`src/rtl/adc_responder_if.sv`:
```
// Controller <-> ADC handshake bundle: conversion request, chip-select read, and the
// converter's status/data outputs.
interface adc_responder_if #(
  parameter int DATA_W = 8
);
  logic              convStart;
  logic              rd_cs;
  logic [DATA_W-1:0] analog_code;
  logic              busy;
  logic [DATA_W-1:0] adcVoltage;
  logic              data_oe;
  logic              overrun;
  logic [7:0]        conv_count;

  modport master (
    output convStart, rd_cs, analog_code,
    input  busy, adcVoltage, data_oe, overrun, conv_count
  );

  modport slave (
    input  convStart, rd_cs, analog_code,
    output busy, adcVoltage, data_oe, overrun, conv_count
  );
endinterface

```
`src/rtl/adc_responder.sv`:
```
// Digital stand-in for the external PMIC ADC: samples a code on a convStart rising edge,
// holds busy for CONV_CYCLES clocks, then serves the result on chip-select reads.
module adc_responder #(
  parameter int DATA_W      = 8,
  parameter int CONV_CYCLES = 12
) (
  input  logic               clk,
  input  logic               reset,
  adc_responder_if.slave     bus
);

  typedef enum logic [1:0] {IDLE, CONVERT, DONE} stateT;

  stateT             state, nextState;
  logic              startD;
  logic [DATA_W-1:0] sampleReg;
  logic [DATA_W-1:0] resultReg;
  logic [7:0]        cnt;

  logic startEdge;
  logic startAccept;
  logic finish;
  logic overrunSet;
  logic readEn;

  assign startEdge = bus.convStart & ~startD;

  // NOTE: every output of this block gets a default first so no path infers a latch.
  always_comb begin
    nextState   = state;
    startAccept = 1'b0;
    finish      = 1'b0;
    overrunSet  = 1'b0;
    readEn      = 1'b0;
    unique case (state)
      IDLE, DONE: begin
        readEn = ~bus.rd_cs;
        if (startEdge) begin
          startAccept = 1'b1;
          nextState   = CONVERT;
        end
      end
      CONVERT: begin
        // Starts and reads while converting are rejected but flagged; completion still runs.
        overrunSet = startEdge | ~bus.rd_cs;
        if (cnt == 8'd0) begin
          finish    = 1'b1;
          nextState = DONE;
        end
      end
      default: nextState = IDLE;
    endcase
  end

  // NOTE: sequential state uses non-blocking assignments so every register sees pre-edge values.
  always_ff @(posedge clk) begin
    if (reset) begin
      state          <= IDLE;
      startD         <= 1'b0;
      sampleReg      <= '0;
      resultReg      <= '0;
      cnt            <= 8'd0;
      bus.busy       <= 1'b0;
      bus.adcVoltage <= '0;
      bus.data_oe    <= 1'b0;
      bus.overrun    <= 1'b0;
      bus.conv_count <= 8'd0;
    end else begin
      state   <= nextState;
      startD  <= bus.convStart;

      if (startAccept) begin
        sampleReg <= bus.analog_code;
        cnt       <= 8'(CONV_CYCLES - 1);
        bus.busy  <= 1'b1;
      end else if (state == CONVERT && cnt != 8'd0) begin
        cnt <= cnt - 8'd1;
      end

      if (finish) begin
        resultReg      <= sampleReg;
        bus.busy       <= 1'b0;
        bus.conv_count <= bus.conv_count + 8'd1;
      end

      bus.overrun    <= bus.overrun | overrunSet;
      bus.data_oe    <= readEn;
      bus.adcVoltage <= readEn ? resultReg : '0;
    end
  end

endmodule

```
`src/flat_wrapper.sv`:
```
// flat-port wrapper written by rule: the top's interface ports become plain ports
module adc_responder_flat 
#(
  parameter int DATA_W      = 8,
  parameter int CONV_CYCLES = 12
)
  (clk, reset, bus_convStart, bus_rd_cs, bus_analog_code, bus_busy, bus_adcVoltage, bus_data_oe, bus_overrun, bus_conv_count);
  adc_responder_if #(.DATA_W(DATA_W)) bus_i ();
  input  logic clk;
  input  logic reset;
  input wire logic [$bits(bus_i.convStart)-1:0] bus_convStart;
  input wire logic [$bits(bus_i.rd_cs)-1:0] bus_rd_cs;
  input wire logic [$bits(bus_i.analog_code)-1:0] bus_analog_code;
  output wire logic [$bits(bus_i.busy)-1:0] bus_busy;
  output wire logic [$bits(bus_i.adcVoltage)-1:0] bus_adcVoltage;
  output wire logic [$bits(bus_i.data_oe)-1:0] bus_data_oe;
  output wire logic [$bits(bus_i.overrun)-1:0] bus_overrun;
  output wire logic [$bits(bus_i.conv_count)-1:0] bus_conv_count;
  assign bus_i.convStart = bus_convStart;
  assign bus_i.rd_cs = bus_rd_cs;
  assign bus_i.analog_code = bus_analog_code;
  assign bus_busy = bus_i.busy;
  assign bus_adcVoltage = bus_i.adcVoltage;
  assign bus_data_oe = bus_i.data_oe;
  assign bus_overrun = bus_i.overrun;
  assign bus_conv_count = bus_i.conv_count;
  adc_responder #(.DATA_W(DATA_W), .CONV_CYCLES(CONV_CYCLES)) u_core (.clk(clk), .reset(reset), .bus(bus_i));
endmodule
```
`config.mk`:
```
export PLATFORM = sky130hd
export DESIGN_NAME = adc_responder_flat
export DESIGN_NICKNAME = d
export VERILOG_FILES = /design/src/rtl/adc_responder_if.sv /design/src/rtl/adc_responder.sv /design/src/flat_wrapper.sv
export SDC_FILE = /design/constraint.sdc
export NUM_CORES = 1
export LEC_CHECK = 0
export ABC_AREA = 1
export CAP_MARGIN = 20
export CORE_UTILIZATION = 30
export DETAILED_ROUTE_END_ITERATION = 7
export REMOVE_ABC_BUFFERS = 1
export SETUP_SLACK_MARGIN = 0.4
export SLEW_MARGIN = 10
export SYNTH_ARGS = -nofsm -noshare
export SYNTH_HDL_FRONTEND = slang
export SYNTH_SLANG_ARGS = --single-unit
```
`constraint.sdc`:
```
create_clock -name clk -period 1.58 [get_ports clk]
set_input_delay 0.158 -clock clk [delete_from_list [all_inputs] [get_ports clk]]
set_output_delay 0.158 -clock clk [all_outputs]
set_load 0.005 [all_outputs]
```
==> results.md <==
* Crit-path max cell delay at around 340 ps
* Die W at 82.35 µm
* Max Cap Violations at 0
* Layout area overhead at 43.41%
* Total CTS buffers at 5
* Fin util at a little under half
* H-Tree Depth at 2
* Largest net degree at the start of global routing at 23
* Final-report hold violation count at 0
* Clock Path Buffers at 2
* Share of the synthesized area in the top cell type at 47.55%
* Worst slew pin tran at 304.2 ps
* Worst EP arrival at between 1500 and 2000 ps
* Synth cell types at 25
* # fillers at ~600
* Post-synth top cells: nand2_1, dfxtp_1, inv_1
* Ys flop type: dfxtp_1
* Worst Hold Class: input port to register
* CTS tree: done
* Clock root buffer master: clkbuf_8
* First-pass GRT wire length at between 6000 and 7000 µm
* Via count at roughly 1700
* Worst-Skew Late Latency at 300 ps
* Final setup viols at 0
* RSZ-0062 raised after global routing: yes
* Starting Density at 31.96%
* Final net count at 309
* Worst Skew at 5.917 ps
* Peak Freq at approximately 0.78 GHz
* CP cell instances: inv_4 -> ha_4 -> nand2_4 -> nor2_8 -> nand2_8 -> clkinv_8 -> nand2_8 -> mux2i_4
* Status: completed
* Crit end category: register
* Die area at about 6800 µm²
* CP Class: register to register
* Critical Path RT at around 1800 ps
* CP max FO at 6
* Most common cell in the netlist: nand2_1
* Synth async-reset ratio at 0%
* R2R depth at 8
* Clk slew on worst S/H paths at about 90 ps
* Slew Limit Fails at 0
* HPWL after DPL at around 2700 µm
* Number of enable flip-flop cells after synthesis at 0
* Gpl congestion at approximately 0.80
* Core Box Area at about 6000 µm²
* Initial detailed-routing violation count at 97
* Vias/cell at 4.464
* GRT overflow at 0
* Reg-to-Reg Start: u_core.cnt[1]
* Drt total wl at 4132 µm
* Synthesis Warnings at 0
* Drt drc at 0
* CP most frequent cell: nand2_8
* Slew headroom at about 80%
* Leading area contributor after synthesis: dfxtp_1
* Min-Delay Endpoint: u_core.startD
* Critical hold path startpoint: bus_convStart
* WHS Path Cells at 3
* Post-CTS Hold Buffers at 0
* FF+latch count, synth at between 40 and 50
* Setup TNS at 0 ps
* Vias in the first global route at around 1500
* Initial antenna violation count at 0
* Fin crit period at around 1300 ps
* TritonRoute pass-1 iters at 4
* I/O Buffers at 30
* R2r setup slk at 290 ps
* Post-Syn Area at 1937 µm²
* Layout cells sized above 1 at about a third
* Ant diodes at 0
* GRT Total Usage at between 10% and 20%
* P per Cell Area at 943.4 nW/µm²
* Die H at 82.35 µm
* Crit path max-delay cell type: dfxtp_2
* R2R Path End: u_core.bus.conv_count[0]
* Min Hold Slack at 398.1 ps
* # clock sinks at 46
* Seq/Total Area, Yosys at 47.55%
* Routed length per instance at 11.14 µm
* Fin crit share at between 80% and 90%
* Leakage power total at 1.205 nW
* Num ports at 31
* Routed Antenna Nets at 0
* Syn Inst Count at between 200 and 250
* Num rows at 28
* FF+latch area at between 900 and 1000 µm²
* Multi-input combinational cell area at about 990 µm²
* Crit path launch type: register
* Area contributors post-synth: dfxtp_1, nand2_1, inv_1
* Peak VDD IR at 0.4007 mV
* Syn Area/Cell at just over 8 µm²
timing repair:
action | CTS | global route
gates cloned | 2 | 2
resized for setup | 65 | 15
pin swaps | 15 | 15
setup endpoints to repair | 46 | 37
buffers inserted | 17 | 2
how the worst max path moves through the flow:
stage / start / to / cells past startpoint
6_report: u_core.cnt[1] / u_core.bus.conv_count[0] / 8
5_1_grt: u_core.cnt[1] / u_core.bus.conv_count[0] / 8
4_1_cts: u_core.cnt[1] / u_core.bus.conv_count[0] / 8
3_5_place_dp: reset / u_core.resultReg[6] / 4
3_3_place_gp: bus_convStart / u_core.sampleReg[2] / 7
2_1_floorplan: u_core.cnt[0] / u_core.bus.conv_count[0] / 7
cells by family after synthesis:
kind of cell    count (synthesis)  share of synthesized area, %
compound gates                 45                         14.92
xor+xnor                        5                         2.261
fa+ha+maj                       2                         1.292
buf+inv                        42                         8.786
flops                          46                         47.55
mux                             1                         1.163
simple gates                   93                         24.03
final cells by class:
cell class / instances / area share [%]
multi-input cells: 149 / 35.63
flip-flops and latches: 46 / 34.14
clock buffers: 6 / 2.613
well taps: 75 / 3.378
repair buffers: 54 / 17.66
clock inverters: 2 / 0.4955
inverters: 38 / 5.766
repair inverters: 1 / 0.3153
layout by cell type (no fill, tap or decap), types with 2 or more instances in the layout:
master and n:
nor2_4 6, nor2_1 20, dfxtp_1 30, clkbuf_8 5, inv_1 31, buf_12 2, nand2_8 3, a21oi_2 5
xnor2_1 3, dfxtp_2 13, dlygate4sd2_1 18, nor2_2 4, a21oi_1 18, buf_4 20, dfxtp_4 3, nand2_4 6
o21ai_0 9, o22ai_2 8, clkdlybuf4s50_1 11, nand2_2 6, o21ai_1 4, buf_6 2, inv_2 4, inv_4 2
nand2_1 39, nand4_1 3, nand3_1 6
power breakdown:
group,internal (mW),switching [mW],leakage (nW)
Sequential,1.22,0.0355,0.383
Clock,0.313,0.395,0.0452
Combinational,0.295,0.363,0.777
Total,1.83,0.793,1.21
critical path: cells and delay by family, from the launching register on:
family | cells | cell delay, ps
buffers and inverters | 2 | 150
adder cells (fa/ha/maj) | 1 | 140
AND/OR/NAND/NOR | 4 | 440
multiplexers | 1 | 130
flip-flops | 1 | 340
state kept, by name, summed over array words and instances, names as in the netlist:
name,cells
u_core.bus.data_oe,1
u_core.bus.overrun,1
u_core.startD,1
u_core.sampleReg,8
u_core.bus.busy,1
u_core.resultReg,8
u_core.bus.adcVoltage,8
u_core.cnt,8
u_core.bus.conv_count,8
u_core.state,2
routing by layer:
metal	wire, µm	global-route usage, %
met5	0	0
met4	57	6.316
met3	184	2.857
met2	1969	22.31
met1	1920	17.57
stage by stage:
step	instances	total power [mW]	instance area, µm²	setup WS (ps)
floorplan	230	1.617	1922	187.0
global placement	340	1.761	2366	130.8
detailed placement	340	1.769	2366	113.4
CTS	367	2.611	2708	270.4
global route	371	2.775	2778	219.3
finish	371	2.621	2778	294.8
No activity file was read; power rests on OpenSTA's default activity.
